`src/rtl/run_det_pkg.sv`:
```
// Shared types and helpers for the run-length detector.
package run_det_pkg;

  typedef enum logic {ST_IDLE, ST_RUN} state_t;

  // Threshold of 0 means "every sample qualifies"; oversize thresholds clamp to the counter ceiling.
  function automatic int unsigned clamp_thr(input int unsigned thr, input int unsigned max_run);
    if (thr == 0) return 1;
    if (thr > max_run) return max_run;
    return thr;
  endfunction

  function automatic int unsigned sat_inc(input int unsigned value, input int unsigned max_val);
    return (value >= max_val) ? value : value + 1;
  endfunction

endpackage

```
`src/rtl/run_det_sat_cnt.sv`:
```
// Saturating up-counter with sync clear and load-to-one; clear wins over load, load over increment.
module run_det_sat_cnt
  import run_det_pkg::*;
#(
  parameter int          W   = 4,
  parameter int unsigned MAX = 15
) (
  input  logic         clk,
  input  logic         rst,
  input  logic         clr,
  input  logic         load1,
  input  logic         inc,
  output logic [W-1:0] q
);

  logic [W-1:0] q_reg, q_next;

  always_comb begin
    q_next = q_reg;
    if (clr)        q_next = '0;
    else if (load1) q_next = W'(1);
    else if (inc)   q_next = W'(sat_inc(32'(q_reg), MAX));
  end

  always_ff @(posedge clk or negedge rst) begin
    if (!rst) q_reg <= '0;
    else      q_reg <= q_next;
  end

  assign q = q_reg;

endmodule

```
`src/rtl/run_detector.sv`:
```
// Run-length detector: flags runs of identical bits reaching a programmable threshold
// and emits one event per qualifying run.
module run_detector
  import run_det_pkg::*;
#(
  parameter int MAX_RUN = 15,
  parameter int CNT_W   = $clog2(MAX_RUN + 1),
  parameter int EVT_W   = 16,
  parameter bit MEALY   = 1'b0
) (
  input  logic             clk,
  input  logic             rst,
  input  logic             clr,
  input  logic             in_valid,
  input  logic             w,
  input  logic [CNT_W-1:0] thr,
  output logic             z,
  output logic             run_bit,
  output logic [CNT_W-1:0] run_len,
  output logic             evt_pulse,
  output logic [EVT_W-1:0] evt_cnt
);

  localparam int unsigned EVT_MAX = (EVT_W >= 32) ? 32'hFFFF_FFFF : ((32'd1 << EVT_W) - 32'd1);

  state_t           state_reg, state_next;
  logic             run_bit_reg, run_bit_next;
  logic             hit_reg, hit_next;
  logic             evt_pulse_reg;
  logic             accept, same, restart, fire;
  logic [CNT_W-1:0] thr_eff, next_len;

  assign accept   = in_valid && !clr;
  assign thr_eff  = CNT_W'(clamp_thr(32'(thr), MAX_RUN));
  assign same     = (state_reg == ST_RUN) && (w == run_bit_reg);
  assign restart  = !same;
  assign next_len = same ? CNT_W'(sat_inc(32'(run_len), MAX_RUN)) : CNT_W'(1);
  // A restarted run may fire even if the previous run already hit.
  assign fire     = accept && (next_len >= thr_eff) && (restart || !hit_reg);

  always_comb begin
    state_next   = state_reg;
    run_bit_next = run_bit_reg;
    hit_next     = hit_reg;
    if (clr) begin
      state_next   = ST_IDLE;
      run_bit_next = 1'b0;
      hit_next     = 1'b0;
    end else if (accept) begin
      case (state_reg)
        ST_IDLE: begin
          state_next   = ST_RUN;
          run_bit_next = w;
        end
        ST_RUN: begin
          if (restart) run_bit_next = w;
        end
        default: state_next = ST_IDLE;
      endcase
      hit_next = fire || (same && hit_reg);
    end
  end

  always_ff @(posedge clk or negedge rst) begin
    if (!rst) begin
      state_reg     <= ST_IDLE;
      run_bit_reg   <= 1'b0;
      hit_reg       <= 1'b0;
      evt_pulse_reg <= 1'b0;
    end else begin
      state_reg     <= state_next;
      run_bit_reg   <= run_bit_next;
      hit_reg       <= hit_next;
      evt_pulse_reg <= fire;
    end
  end

  run_det_sat_cnt #(.W(CNT_W), .MAX(MAX_RUN)) u_run_len (
    .clk   (clk),
    .rst   (rst),
    .clr   (clr),
    .load1 (accept && restart),
    .inc   (accept && same),
    .q     (run_len)
  );

  run_det_sat_cnt #(.W(EVT_W), .MAX(EVT_MAX)) u_evt_cnt (
    .clk   (clk),
    .rst   (rst),
    .clr   (clr),
    .load1 (1'b0),
    .inc   (fire),
    .q     (evt_cnt)
  );

  generate
    if (MEALY) begin : g_mealy
      assign z = accept && (next_len >= thr_eff);
    end else begin : g_moore
      assign z = (state_reg == ST_RUN) && (run_len >= thr_eff);
    end
  endgenerate

  assign run_bit   = run_bit_reg;
  assign evt_pulse = evt_pulse_reg;

endmodule

```
`config.mk`:
```
export PLATFORM = sky130hd
export DESIGN_NAME = run_detector
export DESIGN_NICKNAME = d
export VERILOG_FILES = /design/src/rtl/run_det_pkg.sv /design/src/rtl/run_det_sat_cnt.sv /design/src/rtl/run_detector.sv
export SDC_FILE = /design/constraint.sdc
export NUM_CORES = 1
export LEC_CHECK = 0
export BUFFER_PORTS_ARGS = -buffer_cell sky130_fd_sc_hd__buf_4
export CAP_MARGIN = 20
export CORE_MARGIN = 4
export CORE_UTILIZATION = 58
export CTS_CLUSTER_DIAMETER = 120
export CTS_CLUSTER_SIZE = 8
export DETAILED_ROUTE_END_ITERATION = 8
export PLACE_DENSITY = 0.84
export SLEW_MARGIN = 20
export SYNTH_ARGS = -nofsm -noshare
export SYNTH_HDL_FRONTEND = slang
export SYNTH_HIERARCHICAL = 1
export SYNTH_SLANG_ARGS = --single-unit
```
`constraint.sdc`:
```
create_clock -name clk -period 8 [get_ports clk]
set_clock_uncertainty 0.05 [all_clocks]
set_input_delay 0.4 -clock clk [delete_from_list [all_inputs] [get_ports clk]]
set_output_delay 0.4 -clock clk [all_outputs]
set_load 0.02 [all_outputs]
```
**After elaboration in Yosys (flattened, before gate mapping)**

Cells that the tools add are included.

- Output and inout bits: 23
- Flip-flop bits (word level): 24
- Bits of input ports: 9

- Reductions and logical operators: 19
- Mux-type cells: 19
- Magnitude comparators: 4
- Add/subtract/negate cells: 2
- Bitwise operators: 1
- Equal/unequal tests: 3

Operator list:

| operator | count |
|---|---|
| 16-bit two-way mux | 3 |
| 4-bit two-way mux | 6 |
| 16-bit by 1-bit adder with 16-bit output, second input constant | 1 |
| 16-bit >= comparator, second input constant | 1 |
| 1-bit two-way mux | 9 |
| 4-bit >= comparator | 2 |
| 1-bit logical AND | 8 |
| 4-bit by 1-bit adder with 4-bit output, second input constant | 1 |
| 4-bit >= comparator, second input constant | 1 |
| 4-bit zero test | 1 |
| 2-bit AND reduction | 2 |
| 2-bit nonzero test | 2 |
| 1-bit zero test | 3 |
| 3-bit inequality test, second input constant | 1 |
| 3-bit nonzero test | 1 |
| 1-bit logical OR | 2 |
| 2-bit inequality test, second input constant | 1 |
| 1-bit case mux with 2 select lines | 1 |
| 1-bit equality test | 1 |
| 1-bit inverter | 1 |

**Logic depth before layout (Yosys ltp)**

Gate-level depths: netlist of the first run.

- Word-level depth: 9
- Gate-level depth with buffers: 13
- Mapped depth without buffers: 13

**Hierarchy**

Netlist of the first run, hierarchy kept.

Modules (own cells, without submodules):

| module | cells each | seq. area each (µm²) | area each (µm²) | times used |
|---|---|---|---|---|
| run_det_sat_cnt (u_evt_cnt) | 95 | 400.4 | 903.4 | 1 |
| run_detector | 58 | 100.1 | 462.9 | 1 |
| run_det_sat_cnt (u_run_len) | 21 | 100.1 | 215.2 | 1 |

**Worst setup path after synthesis of the first run**

Ideal clock, no wire load.

- Kind: register to register
- Start point: register u_run_len.q_reg[1], in the netlist u_run_len/q[1]
- End point: register u_evt_cnt.q_reg[15], in the netlist u_evt_cnt/q[15]
- Path buffers: 0
- Arrival: 3.290 ns
- Data required time: 7.872 ns
- Path slack: 4.582 ns
- Stages on the path, launching flop included: 14
- Period minus slack after synthesis: 3.418 ns
- Cells stage by stage: dfrtp_1 > ha_1 > nand3_1 > xnor2_1 > nor2_1 > ha_1 > nand2b_1 > a211o_1 > a21oi_2 > a211oi_1 > nand3_1 > or3_1 > or4_1 > a21oi_1

- Word-level cells in the longest chain between the ends: 8
- Elaborated cells between the ends (all ways): 9

Ends and longest elaborated chain:

| what | line | source |
|---|---|---|
| start, declared | run_det_sat_cnt.sv:16 | `logic [W-1:0] q_reg, q_next;` |
| start signal, assigned | run_det_sat_cnt.sv:27 | `else q_reg <= q_next;` |
| 4-bit by 1-bit adder with 4-bit output or 4-bit >= comparator (tied branches) | run_det_pkg.sv:14 | `return (value >= max_val) ? value : value + 1;` |
| 4-bit two-way mux * | -- |  |
| 4-bit two-way mux * | run_detector.sv:37 | `assign next_len = same ? CNT_W'(sat_inc(32'(run_len), MAX_RUN)) : CNT_W'(1);` |
| 4-bit >= comparator * | run_detector.sv:39 | `assign fire = accept && (next_len >= thr_eff) && (restart \|\| !hit_reg);` |
| 1-bit logical AND * (2 in a row) | run_detector.sv:39 |  |
| named net fire | run_detector.sv:30 | `logic accept, same, restart, fire;` |
| 2-bit nonzero test (no source line) * | -- |  |
| 2-bit AND reduction (no source line) * | -- |  |
| end signal, assigned | run_det_sat_cnt.sv:27 |  |
| end, declared | run_det_sat_cnt.sv:16 |  |

Mark *: on every way through the listed nets, which the timed path passes. The rest lies on a longest branch.
A chain may end at the register's enable or synchronous reset.

**Worst setup path in the final report of the first run**

Same ends and word-level chain as after synthesis.

==> results of run 1 <==
-- through the flow --
step	cell area, um^2	hold slack [ns]
finish	1870	0.288
global route	1870	0.261
CTS	1870	0.268
detailed placement	1840	0.265
global placement	1840	0.261
floorplan	1590	0.0544
-- cell families (layout without fill, tap and decap cells) --
kind of cell / Yosys count / count (layout) / share of synthesized area
adder cells (fa/ha/maj): 11 / 11 / 0.0870
AO/OA/AOI/OAI: 48 / 48 / 0.208
XOR/XNOR: 4 / 4 / 0.0221
flip-flops: 24 / 24 / 0.380
multiplexers: 2 / 2 / 0.0127
buffers and inverters: 19 / 51 / 0.0530
other: 1 / 3 / 0.00237
AND/OR/NAND/NOR: 65 / 65 / 0.235
-- cells in the final DEF (no fill, tap or decap), types with 4 or more instances in the layout --
cell and count:
nor2_1 18, inv_1 15, a211oi_1 5, ha_1 11, nand2_1 7, dfrtp_1 24, buf_4 32, o21ai_0 9
nor4_1 5, a21oi_1 9, a31oi_1 7, or3_1 4, nand4_1 7, xnor2_1 4, nand3_1 6
-- Yosys cell counts (4+ instances only) --
master and count:
or3_1 4, xnor2_1 4, a31oi_1 7, ha_1 11, a211oi_1 5, inv_1 15, nand3_1 6, dfrtp_1 24
a21oi_1 9, nand2_1 7, nand4_1 7, o21ai_0 9, nor4_1 5, nor2_1 18
-- worst max-delay path, cell delays in order, from the launching register on --
cell and delay [ns]:
dfrtp_1 0.52, ha_1 0.27, nand3_1 0.14, xnor2_1 0.17
nor2_1 0.06, ha_1 0.27, nand2b_1 0.10, a211o_1 0.14
a21oi_2 0.07, a211oi_1 0.61, nand3_1 0.29, or3_1 0.41
or4_1 0.42, a21oi_1 0.16
-- where the power goes --
part	switching, W	leakage (nW)	internal (W)	total (W)
sequential	0.00000245	0.331	0.000123	0.000125
combinational	0.0000157	0.528	0.0000105	0.0000262
clock	0.0000337	0.0138	0.0000176	0.0000513
-- what timing repair did --
action / in CTS / in global routing
resized for setup: 0 / 0
endpoints found under the setup margin: 0 / 0
endpoints found under the hold margin: 24 / 0
hold buffers: 1 / 0
-- path summary, 6_finish.rpt --
kind | from | to | slack, ns | depth (start not counted)
setup / recovery | u_run_len/q[1] | u_evt_cnt/q[15] | 4.27 | 13
hold / removal | clr | u_evt_cnt/q[0] | 0.29 | 2
setup reg to reg | u_run_len/q[1] | u_evt_cnt/q[15] | 4.27 | 13
hold reg to reg | state_reg | state_reg | 0.51 | 2
max in group asynchronous | rst | u_run_len/q[0] | 7.21 | 2
min in group asynchronous | rst | u_evt_cnt/q[0] | 0.46 | 2
-- routing by layer --
metal  track usage  vias to the layer above
li1              -                      722
met1         0.302                      695
met2         0.358                       49
met3        0.0324                        2
met4        0.0665                        0
met5             0                        -
-- final cells by class --
type                            instances  area (um^2)  area share
Multi-Input combinational cell        133          905       0.483
Sequential cell                        24          601       0.321
Timing Repair Buffer                   33          250       0.134
Inverter                               15         56.3      0.0301
Tap cell                               30         37.5      0.0201
Clock buffer                            3         22.5      0.0120
==> run metrics, run 1 <==
DRT iter0 DRCs=slightly above 90; Cells after Synth=between 150 and 200; Slew Limit Headroom=0.524; Placed Cells=approximately 230; max FFs per register=16; max layer used=met4; HPWL Detailed=around 2.7 mm; critical path startpoint category=register; WL met2=1.73 mm; vias in the first global route=roughly 1.3k; Crit Path Category=register to register; first-pass GRT wire length=6.08 mm; RePlAce Congestion=approximately 0.9; die width=60.2 um; # nets final=230; num ports=32; yosys warns=6; Final Core Density=0.735; clk_lat worst skew=around 0.31 ns; Worst setup EP type=register; Setup TNS=0 ns; Worst VDD drop=about 0.13 mV; Yosys reg bits=24; drc violations=0; CTS tree=built; post-synthesis sequential area ratio=0.380; Initial Util=0.621; n_diodes=0; DIE AREA=0.00363 mm^2; GRT Overall Usage=0.220; RSZ-0062 raised after global routing=no; met3 wire length=269 um; initial antenna violation count=0; Die H=about 60 um; Final ANT Viol Nets=0; Mapped Avg Cell Area=slightly above 9 um^2; total wire length=between 3 and 4 mm; EDFF count, synth=0; Fin. Hold Viols=0; slew of the pin with the lowest slew margin=0.709 ns; Final WS setup=approximately 4.3 ns; count of input and output buffers=31; DR vias=between 1k and 1.5k; clk root buf=clkbuf_4; max_cap viols=0; CP Data Required Time=just over 8 ns; Pwr Density=about 110 mW/mm^2; Rows=18; LEAKAGE=between 0.8 and 0.9 nW; Worst EP arrival=3.92 ns; status=finished clean; Synth area leader=dfrtp_1; Final setup viols=0; total power=0.000203 W; via/cell ratio=6.17; Clock transition at path regs=roughly 0.13 ns; core area=approximately 0.0025 mm^2; Synth Cell Area=0.00158 mm^2; final non-filler cell total=roughly 240; Unique masters post-synth=42; Pre-antenna DRT Iters=5; maximum fanout along the worst path=9; Min-Delay Path Class=input pin to register; area share of the largest cell type after synthesis=0.380; synth-to-layout area growth=18.4%; Final Cycle Share=0.466; crit path time final=3.73 ns; met1 WL=about 1.6 mm; Synth area leaders=dfrtp_1 38%, ha_1 8.7%, nor2_1 4.3%, inv_1 3.6%, a21oi_1 2.8%; largest net degree at the start of global routing=25; deepest clock path buffer count=2; ys async rst share=1.00; Post-CTS Setup Inserts=0; fill count=about 190; htree depth=1; Sink Count=24; layout cells sized above 1=0.221; CTS buffer count=3; ys flop type=dfrtp_1; GR Overflow Total=0; post-place setup slack=roughly 4.3 ns; Max Freq=268 MHz; max-slew violations=0; WL/cell=15.3 um
Note: power is estimated with default switching activity, not from simulation.
==> run 2, diff against run 1 <==
CORE_UTILIZATION = 49   (was 58)
PLACE_DENSITY = 0.75   (was 0.84)
clock period = 3 ns   (was 8 ns; I/O delays follow)
==> run 2 against run 1 <==
Worst hold slack worse by 0.26 ns. Maximum frequency is 30% higher. Design area is 11% higher. Flip-flop and latch count stayed put. Worst setup slack worse by 4.1 ns. Largest power group unchanged.
==> run metrics, run 2 (synthesis gave the netlist of run 1 again) <==
Final Core Density=0.674 (-0.0611); Max Freq=348 MHz (+30%); CP Data Required Time=3.22 ns (-4.97 ns); Final Cycle Share=0.959 (+0.493); layout cells sized above 1=0.323 (+0.102); clk_lat worst skew=0.33 ns (+0.02 ns); initial antenna violation count=0 (unchanged); Fin. Hold Viols=0 (unchanged); worst reg2reg path startpoint=u_run_len/q[0]; Sink Count=24 (unchanged); Rows=20 (+2); core area=0.00308 mm^2 (+21%); Initial Util=0.514 (-0.108); Final WS setup=0.123 ns (-4.15 ns); max_cap viols=0 (unchanged); first-pass GRT wire length=6.64 mm (+9.2%); n_diodes=0 (unchanged); DR vias=1513 (+3.1%); WL/cell=15.6 um (+1.7%); crit path time final=2.88 ns (-0.852 ns); num ports=32 (unchanged); drc violations=0 (unchanged); Critical path origin=u_run_len/q[0]; vias in the first global route=1462 (+9.3%); total wire length=4.12 mm (+13%); Reg2Reg Setup Slack=0.12 ns (-4.15 ns); via/cell ratio=5.73 (-7.1%); Worst VDD drop=0.170 mV (+29%); LEAKAGE=0.945 nW (+8.3%); die width=64.8 um (+7.6%); count of input and output buffers=31 (unchanged); Clock transition at path regs=0.14 ns (about the same); post-place setup slack=0.0326 ns (-4.26 ns); Min-Delay Path Class=input pin to register; maximum fanout along the worst path=4 (-5); deepest clock path buffer count=2 (unchanged); GR Overflow Total=0 (unchanged); RePlAce Congestion=0.856 (-4.9%); Final setup viols=0 (unchanged); Placed Cells=257 (+9.8%); Die H=64.8 um (+7.6%); CTS tree=built; Pre-antenna DRT Iters=4 (-1); Pwr Density=288 mW/mm^2 (+170%); HPWL Detailed=2.94 mm (+11%); max-slew violations=0 (unchanged); htree depth=1 (unchanged); worst hold slack=0.0238 ns (-0.265 ns); GRT Overall Usage=0.200 (-0.0204); status=finished clean; DRT iter0 DRCs=102 (+9.7%); Worst setup EP type=register; most frequent cells in the layout=40 x buf_4, 22 x dfrtp_1, 18 x nor2_1, 14 x inv_1, 10 x ha_1; synth-to-layout area growth=31.2%; final non-filler cell total=264 (+11%); Worst EP arrival=3.10 ns (-0.82 ns); Final ANT Viol Nets=0 (unchanged); largest net degree at the start of global routing=25 (unchanged); Hold Path Origin=in_valid; DIE AREA=0.00420 mm^2 (+16%); critical path startpoint category=register; max FFs per register=16 (unchanged); clk root buf=clkbuf_4; # nets final=241 (+4.8%); CTS buffer count=3 (unchanged); commonest non-fill, non-tap cell in the layout=buf_4; total power=0.000597 W (+190%); Crit Path Category=register to register
run 2: cell count changes in the layout (fill, tap and decap cells not counted), sizes merged:
cell         delta
buf            +10
clkbuf          +1
dlygate4sd3     +1
run 2: path summary, 6_finish.rpt:
| check | end | cells after the start |
|---|---|---|
| worst max-delay path | u_evt_cnt/q[15] | 12 |
| worst min register to register | state_reg | 2 |
| worst min-delay path | state_reg | 3 |
| max in group asynchronous | u_run_len/q[0] | 2 |
| min in group asynchronous | run_bit | 2 |
| worst max register to register | u_evt_cnt/q[15] | 12 |
run 2: repair_timing:
item,in CTS,in global routing
buffers inserted,0,1
endpoints found under the hold margin,26,0
endpoints found under the setup margin,0,4
resized for setup,0,14
hold buffers,2,0
run 2: metal layers:
metal / track usage / vias to the layer above / routed length (um)
li1: - / 743 / -
met1: 0.257 / 727 / 1800
met2: 0.341 / 39 / 2080
met3: 0.0347 / 4 / 195
met4: 0.0607 / 0 / 40
met5: 0 / - / 0
run 2: stage by stage:
| stage | TNS, ns | instance area [um^2] |
|---|---|---|
| finish | 0 | 2080 |
| floorplan | 0 | 1610 |
| global route | -0.201 | 2080 |
| global placement | 0 | 1940 |
| CTS | 0 | 2000 |
| detailed placement | 0 | 1940 |
run 2: critical path, cell delays in order, from the launching register on:
cell	delay [ns]
dfrtp_2	0.46
ha_4	0.19
nand3_4	0.10
mux2i_1	0.18
nor2_1	0.07
ha_1	0.28
a211o_1	0.13
a21oi_2	0.08
a211oi_4	0.25
nand3_2	0.11
or3_4	0.34
or4_4	0.43
a21oi_2	0.13
run 2: final cells by class:
type	count	area (um^2)
clock buffer	4	36.3
fill	237	1000
inverter	15	56.3
multi-input combinational	133	982
sequential	24	603
tap	44	55.1
timing repair buffer	44	343
run 2: where the power goes:
part           switching, W  leakage (nW)  total [W]  internal [W]
registers        0.00000544         0.328   0.000334      0.000328
logic             0.0000473         0.596  0.0000807     0.0000335
clock network      0.000109        0.0210   0.000183     0.0000744
==> run 3, diff against run 2 <==
CORE_ASPECT_RATIO = 1.25   (was default)
CORE_UTILIZATION = 58   (was 49)
PLACE_DENSITY = 0.84   (was 0.75)
clock period = 3.5 ns   (was 3 ns; I/O delays follow)
==> run 3 against run 2 <==
Critical path depth is 1 higher. Sequential power fell by 14%. Global-route usage increased by 3.8 points. Maximum frequency decreased by 9.5%. Largest cell class unchanged.
==> run metrics, run 3 (synthesis gave the netlist of run 1 again) <==
Crit Path Category=register to register; deepest clock path buffer count=2 (unchanged); synth-to-layout area growth=20.6%; GR Overflow Total=0 (unchanged); WL/cell=15.8 um (+1.3%); RSZ-0062 raised after global routing=no; Cell Area, Placed=0.00185 mm^2 (-4.8%); Final setup viols=0 (unchanged); clk root buf=clkbuf_4; first-pass GRT wire length=6.53 mm (-1.7%); Placed Cells=238 (-7.4%); n_diodes=0 (unchanged); max-slew violations=0 (unchanged); Worst EP arrival=3.38 ns (+0.28 ns); Fin. Hold Viols=0 (unchanged); Max Freq=314 MHz (-9.5%); max FFs per register=16 (unchanged); Pwr Density=247 mW/mm^2 (-14%); Final ANT Viol Nets=0 (unchanged); num ports=32 (unchanged); RePlAce Congestion=0.920 (+7.5%); Sink Count=24 (unchanged); Final Cycle Share=0.909 (-0.0504); Worst setup EP type=register; Min-Delay Path Class=input pin to register; initial antenna violation count=0 (unchanged); max_cap viols=0 (unchanged); layout cells sized above 1=0.254 (-0.0691); maximum fanout along the worst path=9 (+5); vias in the first global route=1534 (+4.9%); CP Data Required Time=3.70 ns (+0.48 ns); DIE AREA=0.00363 mm^2 (-14%); final non-filler cell total=242 (-8.3%); htree depth=1 (unchanged); cell area after layout=0.00191 mm^2 (-8.1%); Final Core Density=0.754 (+0.0801); largest net degree at the start of global routing=25 (unchanged); HPWL Detailed=2.84 mm (-3.4%); commonest non-fill, non-tap cell in the layout=buf_4; GRT Overall Usage=0.238 (+0.0382); drc violations=0 (unchanged); core area=0.00253 mm^2 (-18%); CTS buffer count=3 (unchanged); Setup TNS=0 ns (unchanged); Die H=66.4 um (+2.4%); die width=54.7 um (-16%); total wire length=3.82 mm (-7.2%); via/cell ratio=6.18 (+7.8%); Initial Util=0.626 (+0.112); crit path time final=3.18 ns (+0.303 ns); DR vias=1495 (-1.2%); Worst VDD drop=0.201 mV (+18%); CTS tree=built; Final WS setup=0.320 ns (+0.197 ns); # nets final=231 (-4.1%); post-place setup slack=0.213 ns (+0.180 ns); critical path startpoint category=register; Pre-antenna DRT Iters=4 (unchanged); LEAKAGE=0.876 nW (-7.3%); Rows=20 (unchanged); most frequent cells in the layout=33 x buf_4, 22 x dfrtp_1, 18 x nor2_1, 15 x inv_1, 11 x ha_1; Clock transition at path regs=0.13 ns (about the same); status=finished clean; clk_lat worst skew=0.32 ns (about the same); DRT iter0 DRCs=52 (-49%); count of input and output buffers=31 (unchanged)
## run 3: cell types whose count changed in the layout (fill, tap and decap cells not counted), sizes merged
cell	previous run	this run
clkbuf	4	3
dlygate4sd3	2	1
buf	42	33
## run 3: path summary, 6_finish.rpt
| check | start | endpoint | slack (ns) | depth (start not counted) |
|---|---|---|---|---|
| max in group asynchronous | rst | u_run_len/q[1] | 2.92 | 2 |
| worst min-delay path | clr | u_run_len/q[0] | 0.04 | 2 |
| min in group asynchronous | rst | u_evt_cnt/q[3] | 0.23 | 2 |
| worst max-delay path | u_run_len/q[1] | u_evt_cnt/q[15] | 0.32 | 13 |
| worst max register to register | u_run_len/q[1] | u_evt_cnt/q[15] | 0.32 | 13 |
| worst min register to register | state_reg | state_reg | 0.51 | 2 |
## run 3: what timing repair did
action,in CTS,in global routing
endpoints found under the setup margin,0,7
hold buffers,1,0
buffers inserted,0,0
gates resized for setup,0,6
hold endpoints to repair,24,0
## run 3: routing by layer
metal / track usage / part of all wire / up-vias
met4: 0.106 / 0.014 / 0
met2: 0.430 / 0.54 / 39
met5: 0 / 0 / -
met1: 0.273 / 0.41 / 730
li1: - / - / 721
met3: 0.0135 / 0.043 / 5
## run 3: area by class of cell
type                       count  area [um^2]
timing repair buffer          34          258
fill                         198          621
sequential                    24          603
inverter                      15         56.3
clock buffer                   3         22.5
multi-input combinational    133          926
tap                           33         41.3
## run 3: worst max-delay path: stages (launching register included)
cell      delay [ns]
dfrtp_2         0.47
ha_1            0.24
nand3_1         0.15
xnor2_1         0.19
nor2_1          0.06
ha_1            0.28
nand2b_1        0.09
a211o_1         0.14
a21oi_2         0.08
a211oi_2        0.27
nand3_2         0.17
or3_1           0.36
or4_1           0.41
a21oi_1         0.15
## run 3: stage by stage
stage | hold WS [ns] | power [W]
final | 0.0434 | 0.000471
after global routing | 0.0453 | 0.000495
after CTS | 0.0456 | 0.000469
after detailed placement | 0.0431 | 0.000351
after global placement | 0.0361 | 0.000348
after floorplan | -0.171 | 0.000323
## run 3: report_power, final
part / total, W / switching [W] / internal, W
combinational: 0.0000608 / 0.0000363 / 0.0000245
sequential: 0.000287 / 0.00000559 / 0.000281
clock: 0.000124 / 0.0000832 / 0.0000403
total: 0.000471 / 0.000125 / 0.000346
